**config.mk**
```make
export PLATFORM = sky130hd
export DESIGN_NAME = rpn_operand_stack_flat
export DESIGN_NICKNAME = d
export VERILOG_FILES = /design/src/rtl/rpn_operand_stack_pkg.sv /design/src/rtl/rpn_operand_stack_if.sv /design/src/rtl/rpn_operand_stack_stack_cell.sv /design/src/rtl/rpn_operand_stack.sv /design/src/flat_wrapper.sv
export SDC_FILE = /design/constraint.sdc
export NUM_CORES = 1
export LEC_CHECK = 0
export ABC_AREA = 1
export BUFFER_PORTS_ARGS = -buffer_cell sky130_fd_sc_hd__buf_2
export CAP_MARGIN = 20
export CORE_MARGIN = 4
export CORE_UTILIZATION = 50
export DETAILED_ROUTE_END_ITERATION = 10
export PLACE_DENSITY = 0.72
export SLEW_MARGIN = 20
export SYNTH_ARGS = -nofsm -noshare
export SYNTH_HDL_FRONTEND = slang
export SYNTH_SLANG_ARGS = --single-unit
```
**constraint.sdc**
```tcl
create_clock -name CLOCK -period 3.3 [get_ports CLOCK]
set_input_delay 0.495 -clock CLOCK [delete_from_list [all_inputs] [get_ports CLOCK]]
set_output_delay 0.495 -clock CLOCK [all_outputs]
set_load 0.1 [all_outputs]
```
**src/rtl/rpn_operand_stack_pkg.sv**
```systemverilog
// Shared definitions for the RPN operand stack: command codes, cell select and stack actions.
// The ALU control FSM imports the same command codes.
package rpn_operand_stack_pkg;

    localparam int OP_W = 3;

    typedef enum logic [OP_W-1:0] {
        OP_NOP    = 3'b000,
        OP_PUSH   = 3'b001,
        OP_POP    = 3'b010,
        OP_SWAP   = 3'b011,
        OP_DUP    = 3'b100,
        OP_REDUCE = 3'b101,
        OP_CLEAR  = 3'b110
    } op_e;

    typedef enum logic [1:0] {
        SEL_HOLD,
        SEL_ABOVE,
        SEL_BELOW,
        SEL_LOAD
    } cell_sel_e;

    // Legal, decoded stack action for one edge; illegal commands decode to ACT_HOLD.
    typedef enum logic [2:0] {
        ACT_HOLD,
        ACT_PUSH,
        ACT_POP,
        ACT_SWAP,
        ACT_DUP,
        ACT_REDUCE,
        ACT_CLEAR
    } act_e;

endpackage

```
**src/rtl/rpn_operand_stack_if.sv**
```systemverilog
// Command/observation bundle between the ALU datapath (master) and the operand stack (slave).
interface rpn_operand_stack_if
    import rpn_operand_stack_pkg::*;
#(
    parameter int WIDTH = 8,
    parameter int DEPTH = 4
);
    localparam int CNT_W = $clog2(DEPTH + 1);

    logic             ENABLE;
    logic [OP_W-1:0]  OP;
    logic [WIDTH-1:0] D;
    logic [WIDTH-1:0] TOP;
    logic [WIDTH-1:0] NEXT;
    logic [CNT_W-1:0] COUNT;
    logic             EMPTY;
    logic             FULL;
    logic             OVF;
    logic             UNF;

    modport master (
        output ENABLE, OP, D,
        input  TOP, NEXT, COUNT, EMPTY, FULL, OVF, UNF
    );

    modport slave (
        input  ENABLE, OP, D,
        output TOP, NEXT, COUNT, EMPTY, FULL, OVF, UNF
    );

endinterface

```
**src/rtl/rpn_operand_stack_stack_cell.sv**
```systemverilog
// One stack entry: WIDTH-bit register with synchronous reset and a
// hold / from-above / from-below / load next-value select.
module stack_cell
    import rpn_operand_stack_pkg::*;
#(
    parameter int WIDTH = 8
) (
    input  logic             clk,
    input  logic             rst,
    input  cell_sel_e        sel,
    input  logic [WIDTH-1:0] from_above,
    input  logic [WIDTH-1:0] from_below,
    input  logic [WIDTH-1:0] load_val,
    output logic [WIDTH-1:0] q
);

    always_ff @(posedge clk) begin
        if (rst) begin
            q <= '0;
        end else begin
            case (sel)
                SEL_ABOVE: q <= from_above;
                SEL_BELOW: q <= from_below;
                SEL_LOAD:  q <= load_val;
                default:   q <= q;
            endcase
        end
    end

endmodule

```
**src/rtl/rpn_operand_stack.sv**
```systemverilog
// LIFO operand stack for the RPN ALU: shift-style storage, one command per enabled edge,
// sticky overflow/underflow flags instead of state corruption.
module rpn_operand_stack
    import rpn_operand_stack_pkg::*;
#(
    parameter int WIDTH = 8,
    parameter int DEPTH = 4
) (
    input logic               CLOCK,
    input logic               RESET,
    rpn_operand_stack_if.slave bus
);

    localparam int CNT_W = $clog2(DEPTH + 1);
    localparam logic [CNT_W-1:0] DEPTH_C = CNT_W'(DEPTH);
    localparam logic [CNT_W-1:0] ONE_C   = CNT_W'(1);
    localparam logic [CNT_W-1:0] TWO_C   = CNT_W'(2);

    logic [WIDTH-1:0] entry    [DEPTH];
    logic [WIDTH-1:0] load_val [DEPTH];
    cell_sel_e        sel      [DEPTH];

    logic [CNT_W-1:0] count_q;
    logic             ovf_q;
    logic             unf_q;
    logic             is_empty;
    logic             is_full;
    logic             ovf_set;
    logic             unf_set;
    act_e             act;

    assign is_empty = (count_q == '0);
    assign is_full  = (count_q == DEPTH_C);

    // Command legality: an illegal command only raises a flag, the stack holds.
    always_comb begin
        act     = ACT_HOLD;
        ovf_set = 1'b0;
        unf_set = 1'b0;
        if (bus.ENABLE) begin
            case (bus.OP)
                OP_PUSH: begin
                    if (!is_full) act = ACT_PUSH;
                    else          ovf_set = 1'b1;
                end
                OP_POP: begin
                    if (!is_empty) act = ACT_POP;
                    else           unf_set = 1'b1;
                end
                OP_SWAP: begin
                    if (count_q >= TWO_C) act = ACT_SWAP;
                    else                  unf_set = 1'b1;
                end
                OP_DUP: begin
                    if (is_empty)     unf_set = 1'b1;
                    else if (is_full) ovf_set = 1'b1;
                    else              act = ACT_DUP;
                end
                OP_REDUCE: begin
                    if (count_q >= TWO_C) act = ACT_REDUCE;
                    else                  unf_set = 1'b1;
                end
                OP_CLEAR: act = ACT_CLEAR;
                default:  act = ACT_HOLD;
            endcase
        end
    end

    // Per-cell select; the bottom cell's from_below is tied to zero so pops vacate with 0.
    always_comb begin
        for (int unsigned i = 0; i < DEPTH; i++) begin
            sel[i]      = SEL_HOLD;
            load_val[i] = '0;
            case (act)
                ACT_PUSH: begin
                    if (i == 0) begin
                        sel[i]      = SEL_LOAD;
                        load_val[i] = bus.D;
                    end else begin
                        sel[i] = SEL_ABOVE;
                    end
                end
                ACT_POP: sel[i] = SEL_BELOW;
                ACT_SWAP: begin
                    if (i == 0) begin
                        sel[i]      = SEL_LOAD;
                        load_val[i] = entry[1];
                    end else if (i == 1) begin
                        sel[i]      = SEL_LOAD;
                        load_val[i] = entry[0];
                    end
                end
                ACT_DUP: begin
                    if (i != 0) sel[i] = SEL_ABOVE;
                end
                ACT_REDUCE: begin
                    if (i == 0) begin
                        sel[i]      = SEL_LOAD;
                        load_val[i] = bus.D;
                    end else begin
                        sel[i] = SEL_BELOW;
                    end
                end
                ACT_CLEAR: sel[i] = SEL_LOAD;
                default:   sel[i] = SEL_HOLD;
            endcase
        end
    end

    for (genvar g = 0; g < DEPTH; g++) begin : g_cell
        logic [WIDTH-1:0] above;
        logic [WIDTH-1:0] below;

        if (g == 0) begin : g_top
            assign above = '0;
        end else begin : g_mid
            assign above = entry[g-1];
        end

        if (g == DEPTH - 1) begin : g_bottom
            assign below = '0;
        end else begin : g_upper
            assign below = entry[g+1];
        end

        stack_cell #(
            .WIDTH(WIDTH)
        ) u_cell (
            .clk       (CLOCK),
            .rst       (RESET),
            .sel       (sel[g]),
            .from_above(above),
            .from_below(below),
            .load_val  (load_val[g]),
            .q         (entry[g])
        );
    end

    always_ff @(posedge CLOCK) begin
        if (RESET) begin
            count_q <= '0;
            ovf_q   <= 1'b0;
            unf_q   <= 1'b0;
        end else begin
            case (act)
                ACT_PUSH, ACT_DUP:  count_q <= count_q + ONE_C;
                ACT_POP, ACT_REDUCE: count_q <= count_q - ONE_C;
                ACT_CLEAR:          count_q <= '0;
                default:            count_q <= count_q;
            endcase
            if (act == ACT_CLEAR) begin
                ovf_q <= 1'b0;
                unf_q <= 1'b0;
            end else begin
                if (ovf_set) ovf_q <= 1'b1;
                if (unf_set) unf_q <= 1'b1;
            end
        end
    end

    assign bus.TOP   = entry[0];
    assign bus.NEXT  = entry[1];
    assign bus.COUNT = count_q;
    assign bus.EMPTY = is_empty;
    assign bus.FULL  = is_full;
    assign bus.OVF   = ovf_q;
    assign bus.UNF   = unf_q;

endmodule

```
**src/flat_wrapper.sv**
```systemverilog
// flat-port wrapper written by rule: the top's interface ports become plain ports
module rpn_operand_stack_flat import rpn_operand_stack_pkg::*;
#(
    parameter int WIDTH = 8,
    parameter int DEPTH = 4
)
  (CLOCK, RESET, bus_ENABLE, bus_OP, bus_D, bus_TOP, bus_NEXT, bus_COUNT, bus_EMPTY, bus_FULL, bus_OVF, bus_UNF);
  rpn_operand_stack_if #(.WIDTH(WIDTH), .DEPTH(DEPTH)) bus_i ();
  input logic CLOCK;
  input logic RESET;
  input wire logic [$bits(bus_i.ENABLE)-1:0] bus_ENABLE;
  input wire logic [$bits(bus_i.OP)-1:0] bus_OP;
  input wire logic [$bits(bus_i.D)-1:0] bus_D;
  output wire logic [$bits(bus_i.TOP)-1:0] bus_TOP;
  output wire logic [$bits(bus_i.NEXT)-1:0] bus_NEXT;
  output wire logic [$bits(bus_i.COUNT)-1:0] bus_COUNT;
  output wire logic [$bits(bus_i.EMPTY)-1:0] bus_EMPTY;
  output wire logic [$bits(bus_i.FULL)-1:0] bus_FULL;
  output wire logic [$bits(bus_i.OVF)-1:0] bus_OVF;
  output wire logic [$bits(bus_i.UNF)-1:0] bus_UNF;
  assign bus_i.ENABLE = bus_ENABLE;
  assign bus_i.OP = bus_OP;
  assign bus_i.D = bus_D;
  assign bus_TOP = bus_i.TOP;
  assign bus_NEXT = bus_i.NEXT;
  assign bus_COUNT = bus_i.COUNT;
  assign bus_EMPTY = bus_i.EMPTY;
  assign bus_FULL = bus_i.FULL;
  assign bus_OVF = bus_i.OVF;
  assign bus_UNF = bus_i.UNF;
  rpn_operand_stack #(.WIDTH(WIDTH), .DEPTH(DEPTH)) u_core (.CLOCK(CLOCK), .RESET(RESET), .bus(bus_i));
endmodule
```
==> results of run 1 <==
[worst max path at each step]
stage / slack, ns / start / cells past startpoint / to
floorplan: 0.30 / u_core.bus.COUNT[1] / 15 / u_core.bus.COUNT[2]
CTS: 0.91 / u_core.bus.COUNT[2] / 14 / u_core.bus.COUNT[2]
finish: 0.92 / u_core.bus.COUNT[2] / 13 / u_core.bus.COUNT[2]
detailed placement: 0.74 / bus_OP[1] / 17 / u_core.bus.COUNT[2]
global route: 0.70 / u_core.bus.COUNT[2] / 13 / u_core.bus.COUNT[2]
global placement: 0.80 / bus_OP[1] / 15 / u_core.bus.COUNT[2]
[sequential cells by signal (all words and copies together) (netlist names)]
| name | count |
|---|---|
| u_core.bus.COUNT | 3 |
| u_core.bus.UNF | 1 |
| u_core.bus.OVF | 1 |
| u_core.g_cell.u_cell.q | 32 |
[through the flow]
| step | cells | setup WS (ns) | utilization | instance area (sq um) | power, mW |
|---|---|---|---|---|---|
| floorplan | 298 | 0.3004 | - | 2132 | 0.8527 |
| global placement | 371 | 0.8015 | 0.5615 | 2278 | 0.9039 |
| detailed placement | 371 | 0.7435 | 0.5615 | 2278 | 0.9066 |
| CTS | 379 | 0.9133 | 0.5893 | 2391 | 1.305 |
| global route | 379 | 0.6974 | 0.5893 | 2391 | 1.359 |
| finish | 379 | 0.9203 | 0.5893 | 2391 | 1.299 |
[cells in the mapped netlist]
master     n
nand2_1   66
dfxtp_1   37
nand3_1   32
a21oi_1   30
inv_1     30
nor2_1    20
o21ai_0   14
nand3_2    8
nand4_1    8
o211ai_1   8
inv_2      6
nand2_2    5
nand2_4    5
buf_2      4
buf_4      3
clkbuf_1   3
nand3_4    3
nor2_4     3
buf_6      2
nor2_2     2
a21o_1     1
and2_1     1
buf_12     1
clkinv_1   1
fa_1       1
inv_6      1
nor2_8     1
nor3_1     1
xnor2_1    1
[where the power goes]
group | switching [mW] | internal (mW) | leakage, nW | total [mW]
sequential | 0.0286 | 0.479 | 0.302 | 0.508
combinational | 0.306 | 0.0840 | 0.777 | 0.390
clock | 0.175 | 0.227 | 0.0585 | 0.401
total | 0.509 | 0.790 | 1.14 | 1.30
[cells by family after synthesis]
kind of cell    after synthesis
compound gates               53
flops                        37
simple gates                155
xor+xnor                      1
buf+inv                      51
fa+ha+maj                     1
[final cells by class]
cell class / count / area [sq um] / area share
multi-input cells: 210 / 1147 / 0.4799
clock inverters: 3 / 43.79 / 0.01832
repair buffers: 36 / 180.2 / 0.07535
well taps: 50 / 62.56 / 0.02616
inverters: 38 / 147.6 / 0.06175
clock buffers: 5 / 68.82 / 0.02878
flip-flops and latches: 37 / 740.7 / 0.3098
[critical path: stages (launching register included)]
cell and delay [ns]:
dfxtp_1 0.47, nand3_1 0.15, nand2_1 0.12, inv_1 0.05, nor2_2 0.15, nand3_4 0.24
nand2_4 0.15, nand2_4 0.07, fa_1 0.38, xnor2_1 0.19, nand3_1 0.10, nand2_1 0.09
nand2_1 0.05, a21oi_1 0.12
[metal layers]
layer,vias up,global-route usage
met3,4,0.05609
met4,0,0.05835
met2,66,0.2870
met5,-,0
met1,905,0.2955
li1,1033,-
==> impl_metrics.ini, run 1 <==
[timing]
maxSlewHeadroom = 0.6251
hold_violations = 0
whs_ns = 0.4562
timing.fmax_mhz = 420.2
period_needed_ns = 2.380
drv_slew = 0
setup_violations = 0
post-route-period-util = 0.7211
tightest_slew_ns = 0.5618
clock_skew_ns = 0.008547
fin_tns_setup_ns = 0
grt_setup_unrepaired = no

[cts]
cts_sinks = 37
post-cts-setup-buffers = 0
holdBufCountCts = 0
cts_buffer_depth = 2
cts_resized = 0
clkLatencyLatePin_ns = 0.30
numCtsBuffers = 5
cts_tree = built
clock-root-buffer = clkbuf_8
htreeDepth = 2
clkSlewWorstSetupHoldPaths_ns = 0.08

[yosys]
yosys.area_share.simple = 0.3897
synth_seq_cells = 37
synthMuxAreaShare = 0
syn-instance-count = 298
synthTopCellsByArea = dfxtp_1 (35%), nand2_1 (12%), nand3_1 (7.5%)
ys_seq_area_frac = 0.3474
yosys.area.top_type = dfxtp_1
synth_xor_area_frac = 0.004108
synth.top_cell.area_share = 0.3474
synth_top_family_by_area = simple AND/OR/NAND/NOR gates
synth_area_per_cell_sq_um = 7.155
synth_fa_ha_area_frac = 0.009390
ys.warnings.count = 0
yosysUniqueCellTypes = 29
synth_compound_area_frac = 0.1350
synth.net_count = 313
synth_area_sq_mm = 0.002132

[floorplanning]
die_h_microns = 73.30
io_pins = 37
die_w_microns = 73.30
core-area_sq_mm = 0.004058
num_rows = 23
start_util = 0.5254
die_area_sq_mm = 0.005373

[drt]
post_drt_wl_per_cell_microns = 13.14
via_count = 2008
ant_nets = 0
wl_met2_mm = 2.190
dr_wl_met3_microns = 367
firstDrtPassIters = 4
drc = 0
routed_via_density = 5.298
initialDrtViolationCount = 121
wl_met1_mm = 2.387
drt_wl_total_mm = 4.981
top_layer = met4

[final_layout]
n_antenna_cell = 0
final_common_cell = nand2_1
mostFrequentLayoutCells = nand2_1 (66), dfxtp_1 (37), buf_2 (36)
fillers = 388
fin_nets = 343
area_growth_pct = 12.15
drive_above_1_share = 0.2371

[power]
p_leak_nw = 1.137
power_density_mw_per_mm2 = 543.3
max-vdd-ir-drop_uv = 393.6

[placement]
place_congestion = 0.8502
io_buffers = 36
hpwl_mm = 3.533

[min_path]
min_from = u_core.bus.OVF
holdPathEnd = u_core.bus.OVF
hold_depth = 2
worstHoldPathType = flip-flop to flip-flop

[setup_path]
cp_max_fo = 18
r2r_end = u_core.bus.COUNT[2]
reg2regPathDepth = 13
r2r_setup_slack_ns = 0.92
worstPathRequired_ns = 3.53
cp.arrival_ns = 2.61
r2r_start = u_core.bus.COUNT[2]
crit_type = flip-flop to flip-flop
startpoint_type = flip-flop
cp-end-kind = flip-flop

[run]
maxCapViolCount = 0

[global_routing]
track_usage = 0.2014
grt_pass1_vias = 1762
antenna_found_initial = 0
grt_max_degree = 26
grt_first_pass_wirelength_mm = 8.480
overflow = 0

[outcome]
status = finished, final reports clean
No activity file was read; power rests on OpenSTA's default activity.
==> run 2, diff against run 1 <==
--- a/config.mk
+++ b/config.mk
@@ -11,7 +11,7 @@
 export CORE_MARGIN = 4
 export CORE_UTILIZATION = 50
 export DETAILED_ROUTE_END_ITERATION = 10
-export PLACE_DENSITY = 0.72
+export PLACE_DENSITY = 0.75
 export SLEW_MARGIN = 20
 export SYNTH_ARGS = -nofsm -noshare
 export SYNTH_HDL_FRONTEND = slang
==> constraint.sdc (replaced) <==
create_clock -name CLOCK -period 2.1 [get_ports CLOCK]
set_input_delay 0.315 -clock CLOCK [delete_from_list [all_inputs] [get_ports CLOCK]]
set_output_delay 0.315 -clock CLOCK [all_outputs]
set_load 0.1 [all_outputs]
==> impl_metrics.ini, run 2 (synthesized netlist as in run 1, its figures left out) <==
[floorplanning]
start_util = 0.5254
num_rows = 23
die_h_microns = 73.30
io_pins = 37
die_area_sq_mm = 0.005373
die_w_microns = 73.30
core-area_sq_mm = 0.004058

[final_layout]
final_common_cell = nand2_1
mostFrequentLayoutCells = nand2_1 (65), buf_2 (36), dfxtp_1 (34)
drive_above_1_share = 0.2919
area_growth_pct = 20.60
fin_nets = 360
n_antenna_cell = 0
largest_reg_flops = 32
largest_register = u_core.g_cell.u_cell.q
finish.utilization = 0.6337

[power]
p_sw_uw = 807.0
switching_share = 0.4126
power_frac_seq = 0.407
p_int_mw = 1.149
power_density_mw_per_mm2 = 760.6
combPwrFrac = 0.341
p_leak_nw = 1.228
max-vdd-ir-drop_uv = 456.5
clkPwrFrac = 0.252

[global_routing]
grt_first_pass_wirelength_mm = 8.880
overflow = 0
top_usage_layer = met2
use_met1 = 0.2951
grt_max_degree = 26
grt_pass1_vias = 1920
antenna_found_initial = 0
use_met2 = 0.3208
track_usage = 0.2060
grtUsageMet3 = 0.04378

[timing]
grt_setup_unrepaired = yes
maxSlewHeadroom = 0.6186
post-route-period-util = 0.9555
tightest_slew_ns = 0.5714
period_needed_ns = 2.007
setup_violations = 0
clock_skew_ns = 0.004000
hold_violations = 0
fin_tns_setup_ns = 0
drv_slew = 0
timing.fmax_mhz = 498.4

[cts]
htreeDepth = 2
clkSlewWorstSetupHoldPaths_ns = 0.08
numCtsBuffers = 5
cts_tree = built
cts_sinks = 37
clock-root-buffer = clkbuf_8
clkLatencyLatePin_ns = 0.29
cts_buffer_depth = 2

[setup_path]
cp-end-kind = flip-flop
cp.arrival_ns = 2.18
cp_max_fo = 5
worstPathRequired_ns = 2.27
startpoint_type = flip-flop
crit_type = flip-flop to flip-flop

[drt]
initialDrtViolationCount = 155
routed_via_density = 5.237
post_drt_wl_per_cell_microns = 13.06
drt_wl_total_mm = 5.170
firstDrtPassIters = 4
drc = 0
ant_nets = 0
via_count = 2074

[placement]
io_buffers = 36
place_congestion = 0.8225
hpwl_mm = 3.578

[run]
maxCapViolCount = 0

[min_path]
worstHoldPathType = input port to flip-flop

[outcome]
status = finished, final reports clean
## run 2: per-stage QoR
stage / worst slack [ns] / hold WS (ns) / total power [mW] / cells / cell area [sq um]
after CTS: 0.01321 / 0.3334 / 1.945 / 391 / 2471
after global placement: 0.02027 / 0.4380 / 1.446 / 383 / 2385
after floorplan: -0.5140 / 0.4391 / 1.343 / 298 / 2152
after global routing: -0.03299 / 0.3535 / 2.052 / 396 / 2571
after detailed placement: -0.02795 / 0.4378 / 1.452 / 383 / 2385
final: 0.09350 / 0.3373 / 1.956 / 396 / 2571
## run 2: timing repair
item | 4_1_cts | 5_1_grt
hold endpoints to repair | 0 | 0
buffers inserted | 0 | 5
setup endpoints to repair | 0 | 1
gates resized for setup | 0 | 14
hold buffers | 0 | 0
## run 2: per-layer routing
metal  share of wire  wire length, microns  up-vias
met1            0.46                  2358      920
met2            0.47                  2408       74
met4          0.0068                    35        0
met5               0                     0        -
met3           0.071                   367        5
li1                -                     -     1075
## run 2: power groups by stage
stage	sequential, mW	combinational, mW	clock [mW]
floorplan	1.02	0.320	0
global placement	0.810	0.636	0
detailed placement	0.811	0.642	0
CTS	0.795	0.644	0.506
global route	0.804	0.720	0.528
finish	0.797	0.667	0.492
## run 2: path summary, 6_finish.rpt
kind,start,to,slack (ns),cells after the start
max,u_core.bus.COUNT[2],u_core.bus.COUNT[2],0.09,15
min reg2reg,u_core.bus.OVF,u_core.bus.OVF,0.45,2
min,bus_D[1],u_core.g_cell[0].u_cell.q[1],0.34,5
max reg2reg,u_core.bus.COUNT[2],u_core.bus.COUNT[2],0.09,15
## run 2: area by class of cell
| type | count | area (sq um) |
|---|---|---|
| Clock buffer | 5 | 68.82 |
| Tap cell | 50 | 62.56 |
| Inverter | 38 | 162.7 |
| Sequential cell | 37 | 749.5 |
| Timing Repair Buffer | 53 | 307.8 |
| Clock inverter | 3 | 17.52 |
| Fill cell | 371 | 1486 |
| Multi-Input combinational cell | 210 | 1202 |
## run 2: worst max-delay path, stage by stage (launching register included)
cell and delay (ns):
dfxtp_4 0.37, inv_4 0.07, nand2_8 0.07, nand3_4 0.11, nand3_4 0.09, nand2_4 0.09, clkinv_1 0.09, nand2_4 0.09
nand2_4 0.06, fa_2 0.37, xnor2_2 0.18, inv_1 0.05, nand3_1 0.07, nand2_1 0.05, nand2_1 0.06, a21oi_2 0.05
